### config.mk
export PLATFORM = sky130hd
export DESIGN_NAME = operand_entry
export DESIGN_NICKNAME = d
export VERILOG_FILES = /design/src/rtl/operand_entry.sv
export SDC_FILE = /design/constraint.sdc
export NUM_CORES = 1
export LEC_CHECK = 0
export ABC_AREA = 1
export CORE_MARGIN = 2
export CORE_UTILIZATION = 30
export CTS_CLUSTER_SIZE = 20
export DETAILED_ROUTE_END_ITERATION = 12
export SLEW_MARGIN = 15
export SYNTH_ARGS = -nofsm -noshare
export SYNTH_HDL_FRONTEND = slang
export SYNTH_SLANG_ARGS = --single-unit
### constraint.sdc
create_clock -name clk -period 2.6 [get_ports clk]
set_clock_uncertainty 0.15 [all_clocks]
set_input_delay 0.65 -clock clk [delete_from_list [all_inputs] [get_ports clk]]
set_output_delay 0.65 -clock clk [all_outputs]
set_load 0.005 [all_outputs]
### src/rtl/operand_entry.sv
// Keypad operand assembler: turns debounced key codes into two signed operands
// for the multiplier, with sign entry, saturation and a one-cycle valid pulse.
module operand_entry #(
  parameter int unsigned DIGITS = 3,
  parameter int unsigned WIDTH  = 8
) (
  input  logic             clk,
  input  logic             reset,
  input  logic             key_valid,
  input  logic [3:0]       key_code,
  output logic [WIDTH-1:0] numero1_o,
  output logic [WIDTH-1:0] numero2_o,
  output logic             valid,
  output logic [9:0]       entry_mag,
  output logic             entry_sign,
  output logic [1:0]       entry_state,
  output logic             overflow
);

  localparam int unsigned CW = $clog2(DIGITS + 1);

  localparam logic [3:0] KEY_SIGN  = 4'hA;
  localparam logic [3:0] KEY_ENTER = 4'hB;
  localparam logic [3:0] KEY_CLEAR = 4'hC;

  localparam logic [9:0] POS_LIM = 10'((1 << (WIDTH - 1)) - 1);
  localparam logic [9:0] NEG_LIM = 10'(1 << (WIDTH - 1));

  typedef enum logic [1:0] {
    A_ENTRY = 2'd0,
    B_ENTRY = 2'd1,
    HOLD    = 2'd2
  } state_t;

  state_t          state_q;
  logic            kv_q, kv_qq, rise_q;
  logic [3:0]      code_q, cmd_q;
  logic [9:0]      mag_q;
  logic            sign_q;
  logic [CW-1:0]   cnt_q;
  logic [WIDTH-1:0] n1_q, n2_q;
  logic            valid_q, ovf_q;

  logic [13:0]      acc_d;
  logic [9:0]       neg_d;
  logic [WIDTH-1:0] conv_d;
  logic             sat_d;
  logic             room_d;

  always_comb begin
    acc_d  = 14'(mag_q) * 14'd10 + 14'(cmd_q);
    neg_d  = 10'd0 - mag_q;
    room_d = (32'(cnt_q) < DIGITS);
    conv_d = '0;
    sat_d  = 1'b0;
    // Negative zero falls out naturally: 0 - 0 is 0.
    if (!sign_q) begin
      if (mag_q <= POS_LIM) begin
        conv_d = mag_q[WIDTH-1:0];
      end else begin
        conv_d = {1'b0, {(WIDTH-1){1'b1}}};
        sat_d  = 1'b1;
      end
    end else begin
      if (mag_q <= NEG_LIM) begin
        conv_d = neg_d[WIDTH-1:0];
      end else begin
        conv_d = {1'b1, {(WIDTH-1){1'b0}}};
        sat_d  = 1'b1;
      end
    end
  end

  always_ff @(posedge clk or negedge reset) begin
    if (!reset) begin
      kv_q    <= 1'b0;
      kv_qq   <= 1'b0;
      rise_q  <= 1'b0;
      code_q  <= '0;
      cmd_q   <= '0;
      state_q <= A_ENTRY;
      mag_q   <= '0;
      sign_q  <= 1'b0;
      cnt_q   <= '0;
      n1_q    <= '0;
      n2_q    <= '0;
      valid_q <= 1'b0;
      ovf_q   <= 1'b0;
    end else begin
      // Two-stage key pipeline: code travels alongside the registered edge.
      kv_q    <= key_valid;
      kv_qq   <= kv_q;
      code_q  <= key_code;
      rise_q  <= kv_q & ~kv_qq;
      cmd_q   <= code_q;
      valid_q <= 1'b0;
      if (rise_q) begin
        if (cmd_q == KEY_CLEAR) begin
          state_q <= A_ENTRY;
          mag_q   <= '0;
          sign_q  <= 1'b0;
          cnt_q   <= '0;
          n1_q    <= '0;
          n2_q    <= '0;
          ovf_q   <= 1'b0;
        end else if (cmd_q <= 4'd9) begin
          if (state_q == HOLD) begin
            state_q <= A_ENTRY;
            ovf_q   <= 1'b0;
            mag_q   <= 10'(cmd_q);
            sign_q  <= 1'b0;
            cnt_q   <= CW'(1);
          end else if (room_d) begin
            mag_q <= acc_d[9:0];
            cnt_q <= cnt_q + CW'(1);
          end
        end else if (cmd_q == KEY_SIGN) begin
          if (state_q == HOLD) begin
            state_q <= A_ENTRY;
            mag_q   <= '0;
            sign_q  <= 1'b1;
            cnt_q   <= '0;
          end else begin
            sign_q <= ~sign_q;
          end
        end else if (cmd_q == KEY_ENTER) begin
          case (state_q)
            A_ENTRY: begin
              n1_q    <= conv_d;
              ovf_q   <= ovf_q | sat_d;
              mag_q   <= '0;
              sign_q  <= 1'b0;
              cnt_q   <= '0;
              state_q <= B_ENTRY;
            end
            B_ENTRY: begin
              n2_q    <= conv_d;
              ovf_q   <= ovf_q | sat_d;
              mag_q   <= '0;
              sign_q  <= 1'b0;
              cnt_q   <= '0;
              valid_q <= 1'b1;
              state_q <= HOLD;
            end
            HOLD:    valid_q <= 1'b1;
            default: state_q <= A_ENTRY;
          endcase
        end
      end
    end
  end

  assign numero1_o   = n1_q;
  assign numero2_o   = n2_q;
  assign valid       = valid_q;
  assign entry_mag   = mag_q;
  assign entry_sign  = sign_q;
  assign entry_state = state_q;
  assign overflow    = ovf_q;

endmodule

======== Yosys cells after proc, flatten, opt, wreduce, memory -nomap -nowiden ========
Index checks and enable logic that the tools add are counted.
cells by class
  multiply operators ...................... 1
  reduce and logical (&&, ||, !) cells .... 16
  equal/unequal tests ..................... 12
  bitwise gates (word level) .............. 4
  mux-type cells .......................... 56
  add/subtract/negate cells ............... 3
  order comparisons ....................... 4
operators with widths
  cell                    number
  $mux W8                 13
  $mux W10                8
  $mux W2                 13
  $mux W1                 21
  $reduce_and A5 Y1       4
  $eq A4 B4 Y1 const B    3
  $add A10 B4 Y10         1
  $le A10 B7 Y1 const B   1
  $le A10 B8 Y1 const B   1
  $mul A10 B3 Y9 const B  1
  $ne A4 B3 Y1 const B    2
  $reduce_bool A4 Y1      2
  $sub A1 B8 Y8 const A   1
  $pmux W2 S3             1
  $reduce_bool A2 Y1      3
  $reduce_bool A3 Y1      2
  $le A4 B4 Y1 const B    1
  $ne A2 B2 Y1 const B    2
  $ne A4 B4 Y1 const B    1
  $reduce_and A4 Y1       1
  $reduce_or A2 Y1        2
  $ne A3 B2 Y1 const B    1
  $ne A3 B3 Y1 const B    1
  $reduce_and A3 Y1       1
  8 further kinds         9
word-level totals
  output and inout bits ................... 31
  register bits after elaboration ......... 44
  input port bits ......................... 7

======== Logic depth before layout (Yosys ltp) ========
Gate-level depths: netlist of the first run.
  depth after elaboration ................. 9
  gate-level depth with buffers ........... 12
  mapped depth without buffers ............ 12

======== Least setup slack after synthesis of the first run ========
OpenSTA, ideal clock, no wires.
  path kind ............................... reg2reg
  from .................................... register mag_q[1] (netlist: entry_mag[1])
  to ...................................... register mag_q[8] (netlist: entry_mag[8])
  buffers on the path ..................... 0
  slack ................................... 266 ps
  data arrival time ....................... 2,067 ps
  stages on the path, launching flop included .. 11
  period minus slack after synthesis ...... 2,334 ps
  data required time ...................... 2,333 ps
  cell sequence ........................... dfrtp_1 -> ha_1 -> ha_1 -> fa_1 -> nand2_1 -> inv_1 -> nand4_1 -> a21oi_1 -> nand3_1 -> nand3_1 -> nand2_1
between the ends
  cells in the longest elaborated chain, start to end .. 6
RTL lines
  element                   RTL line  text
  start: declaration        38        logic [9:0] mag_q;
  start signal: assignment  110       mag_q <= 10'(cmd_q);
  start signal: assignment  114       mag_q <= acc_d[9:0];
  $mul A10 B3 Y9            51        acc_d = 14'(mag_q) * 14'd10 + 14'(cmd_q);
  $add A10 B4 Y10           51
  $mux W10                  113       end else if (room_d) begin
  $mux W10                  107       if (state_q == HOLD) begin
  $mux W10                  106       end else if (cmd_q <= 4'd9) begin
  $mux W10                  98        if (cmd_q == KEY_CLEAR) begin
No other way between the ends. The select of a mux whose other input is x is not followed.
A chain may end at the register's enable or synchronous reset.

======== Worst setup path in the final report of the first run ========
Same ends and word-level chain as after synthesis.

==> metrics.md, run 1 <==
| Metric | Value |
|---|---|
| Outcome | complete, no violations |
| Vias | 2464 |
| Dpl hpwl | 5030 microns |
| Via/cell ratio | 4.55 |
| DR pass1 iterations | 4 |
| Worst-path clk slew | 0.08 ns |
| Routed length per placed instance | 11.9 microns |
| Deepest clock path buffer count | 2 |
| Starting Density | 30.8% |
| Main synth FF type | dfrtp_1 |
| Clock Latency Late Sink | 0.30 ns |
| Total Routed Length | 6430 microns |
| Synth top area cells | dfrtp_1 (39%), nand2_1 (15%), ha_1 (9.2%), nand3_1 (7.6%), inv_1 (5.5%) |
| Synth Area in Compound Gates | 8.39% |
| Simple-Gate Fraction of Synth Area | 33.0% |
| CP Class | reg2reg |
| Top cell type by total area after synthesis | dfrtp_1 |
| Core Region | 9240 sq um |
| # Post-CTS Setup Buffers | 0 |
| Final hold viol count | 0 |
| Share of layout cells above drive strength 1 | 8.98% |
| Worst setup EP type | flip-flop |
| Post-route setup TNS | 0 ns |
| WP buf/inv | 1 |
| Post-synth EDFFs | 0 |
| Req. time, crit path | 2.65 ns |
| Post-route minimum period | 2.46 ns |
| Worst path arrival time | 2.50 ns |
| DRC Markers | 0 |
| Antenna violations before repair | 0 |
| FF+latch area | 1100 sq um |
| Synth top area share | 38.7% |
| Final ANT Viol Nets | 0 |
| Tightest Hold Check Type | reg2reg |
| Max incr delay on CP | 0.56 ns |
| Yosys warns | 0 |
| CP cell instances | ha_1 -> ha_1 -> fa_1 -> nand2_1 -> inv_1 -> nand4_1 -> a21oi_1 -> nand3_1 -> nand3_1 -> nand2_1 |
| IO buf count | 37 |
| Reg2Reg Capture Point | entry_mag[8] |
| Largest net degree at the start of global routing | 45 |
| Power Density | 1100 nW/um^2 |
| Max_slew headroom | 63.0% |
| Hold EP | cmd_q[0] |
| Final Net Count | 442 |
| Vias in the first global route | 2413 |
| Clk sink count | 44 |
| MaxCap Viol Count | 0 |
| Filler cell count | 983 |
| I/O Pins | 38 |
| Crit path from | entry_mag[1] |
| DIE HEIGHT | 101 microns |
| Site Rows | 35 |
| Synth Area per Inst | 7.72 sq um |
| Adder-Cell Fraction of Synth Area | 10.6% |
| Clk root buf | clkbuf_8 |
| Worst hold slack | 0.206 ns |
| Worst-case reg-to-reg path depth | 10 |
| CP Launch Type | flip-flop |
| CTS Hold Bufs | 0 |
| Resize count post-CTS | 0 |
| Largest family of logic cells by synthesized area | simple AND/OR/NAND/NOR gates |
| H-tree levels | 2 |
| Iter 0 DRT Violations | 102 |
| TritonCTS Buffers | 5 |
| Fin crit share | 94.5% |
| RSZ-0062 raised after global routing | false |
| Post-synthesis mux area share | 0% |
| Syn Inst Count | 369 |
| ANT cells | 0 |
| Synth cell types | 33 |
| Leak | 1.81 nW |
| GPL Wtd Cong | 0.838 |
| Worst VDD drop | 0.283 mV |
| Yosys reg bits | 44 |
| Die Width | 101 microns |
| Mapped Nets | 399 |
| F_max | 0.407 GHz |
| Slew @ Worst Pin | 0.555 ns |
| CTS tree | built |
| Hold path startpoint | code_q[0] |
| Footprint of the multi-input gates | 1550 sq um |
| Gr usage total | 13.5% |
| Area of the mapped netlist | 2850 sq um |
| Critical path's slowest cell | fa_1 |
| Gr ovfl total | 0 |
| Flop2flop setup slack | 0.14 ns |
| Post-Synth XOR/XNOR Area | 2.15% |
| Async S/R FF share, synth | 100% |
| Final setup viols | 0 |
| CP Max Fanout | 3 |
| Worst path top cell family by delay | adder cells |
| Register area share after synthesis | 38.7% |
| First-pass GRT wire length | 11200 microns |
| RR Startpoint | entry_mag[1] |
| Final Max Tran Viols | 0 |
| Die area | 10300 sq um |
| Area grow syn2layout | 23.2% |
| WHS Path Cells | 0 |
-- registers in the layout (all words and copies together) (netlist names), 2 cells and up --
name	count
entry_mag	10
numero1_o	8
numero2_o	8
cmd_q	4
code_q	4
cnt_q	2
entry_state	2
-- how the worst max path moves through the flow --
stage                   end  cells after the start
3_5_place_dp   entry_mag[8]                     10
5_1_grt        entry_mag[8]                     10
6_report       entry_mag[8]                     10
4_1_cts        entry_mag[8]                     10
2_1_floorplan  entry_mag[8]                     10
3_3_place_gp   entry_mag[8]                     10
-- synthesized netlist by cell type, drive strengths merged, types with 2 or more instances --
cell type / count
a21oi: 7
a31oi: 2
buf: 2
clkbuf: 2
dfrtp: 44
fa: 2
ha: 21
inv: 47
nand2: 121
nand3: 44
nand4: 9
nor2: 27
nor3: 4
o211ai: 2
o21ai: 24
xnor2: 2
xor2: 5
-- report_power, final --
| part | internal [mW] | switching, mW |
|---|---|---|
| Clock | 0.378 | 0.241 |
| Sequential | 0.887 | 0.205 |
| Combinational | 0.947 | 1.20 |
| Total | 2.21 | 1.65 |
-- kinds of logic after synthesis --
kind of cell / after synthesis
flops: 44
fa+ha+maj: 23
simple gates: 205
compound gates: 39
buf+inv: 51
xor+xnor: 7
-- layer usage --
| layer | up-vias | share of wire (%) | global-route usage [%] |
|---|---|---|---|
| met4 | 0 | 0.54 | 2.18 |
| met5 | - | 0 | 0 |
| li1 | 1287 | - | - |
| met1 | 1132 | 49 | 18.8 |
| met3 | 5 | 3.3 | 2.42 |
| met2 | 40 | 47 | 22.4 |
-- cell usage in the layout, fill, tap and decap left out, types with 2 or more instances in the layout --
cell type,synthesis,final
nand2_1,114,114
dfrtp_1,44,44
nand3_1,43,43
inv_1,42,42
clkdlybuf4s50_1,0,36
ha_1,21,21
nor2_1,20,19
o21ai_0,12,12
nand4_1,9,9
a21oi_1,7,7
o21ai_1,7,7
nor2_2,4,5
xor2_1,5,5
clkbuf_8,0,5
nand2_2,4,4
o21ai_2,4,4
nor3_1,4,4
nand2_4,3,3
inv_4,3,3
buf_4,1,3
inv_2,2,2
xnor2_1,2,2
nor2_8,2,2
a31oi_1,2,2
o211ai_1,2,2
fa_1,2,2
bufinv_16,0,2
-- through the flow --
step	utilization [%]	worst slack, ns	instances	total power [mW]	area (sq um)
after floorplan	-	0.266	369	2.48	2850
after global placement	36.5	0.282	534	3.22	3380
after detailed placement	36.5	0.176	534	3.26	3380
after CTS	37.9	0.155	541	3.88	3510
after global routing	38.0	0.00918	541	4.24	3510
final	38.0	0.143	541	3.86	3510
-- area by class of cell --
type | count | share of cell area, %
repair buffers | 40 | 11.1
multi-input cells | 274 | 44.0
inverters | 47 | 5.24
flip-flops and latches | 44 | 31.4
clock buffers | 5 | 1.96
well taps | 129 | 4.60
clock inverters | 2 | 1.71
(Power assumes the default switching activity.)
==> run 2, diff against run 1 <==
==> constraint.sdc (replaced) <==
create_clock -name clk -period 2.6 [get_ports clk]
set_clock_uncertainty 0.15 [all_clocks]
set_input_delay 0.65 -clock clk [delete_from_list [all_inputs] [get_ports clk]]
set_output_delay 0.65 -clock clk [all_outputs]
set_load 0.05 [all_outputs]
==> run 2 against run 1 <==
Critical path depth decreased by 9. Largest cell class unchanged. Highest routed layer unchanged. Via count grew 1.5%. Combinational power is 33% higher. Clock-buffer cell count increased by 1.
==> metrics.md, run 2 (synthesized netlist as in run 1, its figures left out) <==
| Metric | Value |
|---|---|
| Outcome | complete, no violations (unchanged) |
| CP Launch Type | flip-flop (unchanged) |
| Top layer in use | met4 (unchanged) |
| Share of layout cells above drive strength 1 | 11.1% (was 8.98%) |
| F_max | 0.402 GHz (was 0.407 GHz) |
| Clk sink count | 44 (unchanged) |
| Final Net Count | 443 (was 442) |
| Filler cell count | 964 (was 983) |
| Proportion of power drawn by flip-flops and latches | 25.0% (was 28.3%) |
| CTS Hold Bufs | 0 (unchanged) |
| Combinational share of power | 64.5% (was 55.7%) |
| Worst setup EP type | output port (was flip-flop) |
| Vias | 2501 (was 2464) |
| Iter 0 DRT Violations | 91 (was 102) |
| Gr ovfl total | 0 (unchanged) |
| CP Class | reg2out (was reg2reg) |
| Metal2 WL | 3110 microns (was 3010 microns) |
| First-pass GRT wire length | 11300 microns (was 11200 microns) |
| Gr usage total | 13.6% (was 13.5%) |
| Resize count post-CTS | 0 (unchanged) |
| Detailed-routing wirelength on met1 | 3170 microns (about the same) |
| # Post-CTS Setup Buffers | 0 (unchanged) |
| Clock Latency Late Sink | 0.30 ns (about the same) |
| Vias in the first global route | 2476 (was 2413) |
| Final hold viol count | 0 (unchanged) |
| Starting Density | 30.8% (unchanged) |
| Met3 wire len | 221 microns (was 215 microns) |
| Switching part of the total | 52.4% (was 42.7%) |
| CTS tree | built (unchanged) |
| IO buf count | 37 (unchanged) |
| H-tree levels | 2 (unchanged) |
| GPL Wtd Cong | 0.842 (was 0.838) |
| Req. time, crit path | 1.80 ns (was 2.65 ns) |
| Core Region | 9240 sq um (unchanged) |
| Worst hold slack | 0.205 ns (was 0.206 ns) |
| Clk root buf | clkbuf_8 (unchanged) |
| DRC Markers | 0 (unchanged) |
| TritonCTS Buffers | 5 (unchanged) |
| DR pass1 iterations | 4 (unchanged) |
| Sw power | 2.32 mW (was 1.65 mW) |
| Final ANT Viol Nets | 0 (unchanged) |
| I/O Pins | 38 (unchanged) |
| Worst path arrival time | 1.69 ns (was 2.50 ns) |
| Max incr delay on CP | 0.87 ns (was 0.56 ns) |
| Slew @ Worst Pin | 0.539 ns (was 0.555 ns) |
| Via/cell ratio | 4.61 (was 4.55) |
| Routed length per placed instance | 12.1 microns (was 11.9 microns) |
| Footprint of the multi-input gates | 1570 sq um (was 1550 sq um) |
| MaxCap Viol Count | 0 (unchanged) |
| Worst-path clk slew | 0.09 ns (was 0.08 ns) |
| Max_slew headroom | 64.0% (was 63.0%) |
| Site Rows | 35 (unchanged) |
| Post-route minimum period | 2.49 ns (was 2.46 ns) |
| Critical path's slowest cell | clkdlybuf4s50_1 (was fa_1) |
| Tightest Hold Check Type | reg2reg (unchanged) |
| Final setup viols | 0 (unchanged) |
| Area grow syn2layout | 23.4% (was 23.2%) |
| Final Max Tran Viols | 0 (unchanged) |
| Antenna violations before repair | 0 (unchanged) |
| P_int | 2.10 mW (was 2.21 mW) |
| Post-route setup TNS | 0 ns (unchanged) |
| Total Routed Length | 6570 microns (was 6430 microns) |
| Dpl hpwl | 5010 microns (was 5030 microns) |
| Tot Pwr | 4.42 mW (was 3.86 mW) |
| Most frequent cells in the layout | nand2_1 (114), nand3_1 (43), inv_1 (42) (was nand2_1 (114), dfrtp_1 (44), nand3_1 (43)) |
| Leak | 1.78 nW (was 1.81 nW) |
| Worst VDD drop | 0.340 mV (was 0.283 mV) |
| Max reg flops | 10 (unchanged) |
| DIE HEIGHT | 101 microns (unchanged) |
| Worst path top cell family by delay | buffers and inverters (was adder cells) |
| Power Density | 1260 nW/um^2 (was 1100 nW/um^2) |
| Fin crit share | 95.6% (was 94.5%) |
| Die area | 10300 sq um (unchanged) |
| Die Width | 101 microns (unchanged) |
| Fin util | 38.0% (about the same) |
| Clock Power Share | 10.4% (was 16.0%) |
| FF+latch area | 1100 sq um (about the same) |
| Most common cell after layout, fill and taps aside | nand2_1 (unchanged) |
| Deepest clock path buffer count | 2 (unchanged) |
| CP Max Fanout | 7 (was 3) |
| Largest net degree at the start of global routing | 45 (unchanged) |
| CP cell instances | clkdlybuf4s50_1 (was ha_1 -> ha_1 -> fa_1 -> nand2_1 -> inv_1 -> nand4_1 -> a21oi_1 -> nand3_1 -> nand3_1 -> nand2_1) |
| ANT cells | 0 (unchanged) |
| WP buf/inv | 1 (unchanged) |
[run 2: cell types whose count changed in the layout (fill, tap and decap cells not counted), moves of 2 or more]
cell,delta
bufinv_16,-2
buf_4,+2
ha_1,-2
dfrtp_1,-3
dfrtp_2,+3
clkinvlp_4,+2
ha_4,+2
[run 2: final timing paths]
path / depth (start not counted) / end / from / slack, ns
setup / recovery: 1 / entry_mag[5] / entry_mag[5] / 0.11
hold / removal: 0 / cmd_q[1] / code_q[1] / 0.21
setup reg to reg: 10 / entry_mag[8] / entry_mag[0] / 0.17
hold reg to reg: 0 / cmd_q[1] / code_q[1] / 0.21
max in group asynchronous: 2 / entry_mag[2] / reset / 1.65
min in group asynchronous: 2 / code_q[0] / reset / 0.27
[run 2: layout make-up]
class	instances	area share, %
Multi-Input combinational cell	274	44.8
Sequential cell	44	31.4
Timing Repair Buffer	41	11.2
Inverter	47	5.23
Tap cell	129	4.59
Clock buffer	6	2.35
Clock inverter	2	0.427
[run 2: worst register-to-register path, cell delays in order (launching register included)]
cell and delay, ns:
dfrtp_1 0.44, ha_1 0.27, ha_4 0.19, fa_2 0.60, nand2_1 0.06, inv_1 0.07, nand4_1 0.14, a21oi_2 0.19
nand3_1 0.08, nand3_1 0.09, nand2_1 0.06
[run 2: power groups by stage]
stage                     clock network, mW  logic, mW  registers [mW]
final                                 0.460       2.85            1.11
after global routing                  0.510       3.17            1.14
after CTS                             0.477       2.81            1.10
after detailed placement                  0       2.80            1.11
after global placement                    0       2.76            1.11
after floorplan                           0       1.39            1.73
[run 2: per-layer routing]
metal | track usage [%] | vias to the layer above
met5 | 0 | -
met4 | 3.53 | 0
met3 | 2.55 | 7
met2 | 21.9 | 41
met1 | 18.8 | 1171
li1 | - | 1282
[run 2: metrics by stage]
stage / std cells / setup WS, ns / cell area, sq um
floorplan: 369 / 0.136 / 2850
global placement: 535 / 0.264 / 3380
detailed placement: 535 / 0.193 / 3380
CTS: 543 / 0.0902 / 3480
global route: 543 / -0.00295 / 3510
finish: 543 / 0.114 / 3510
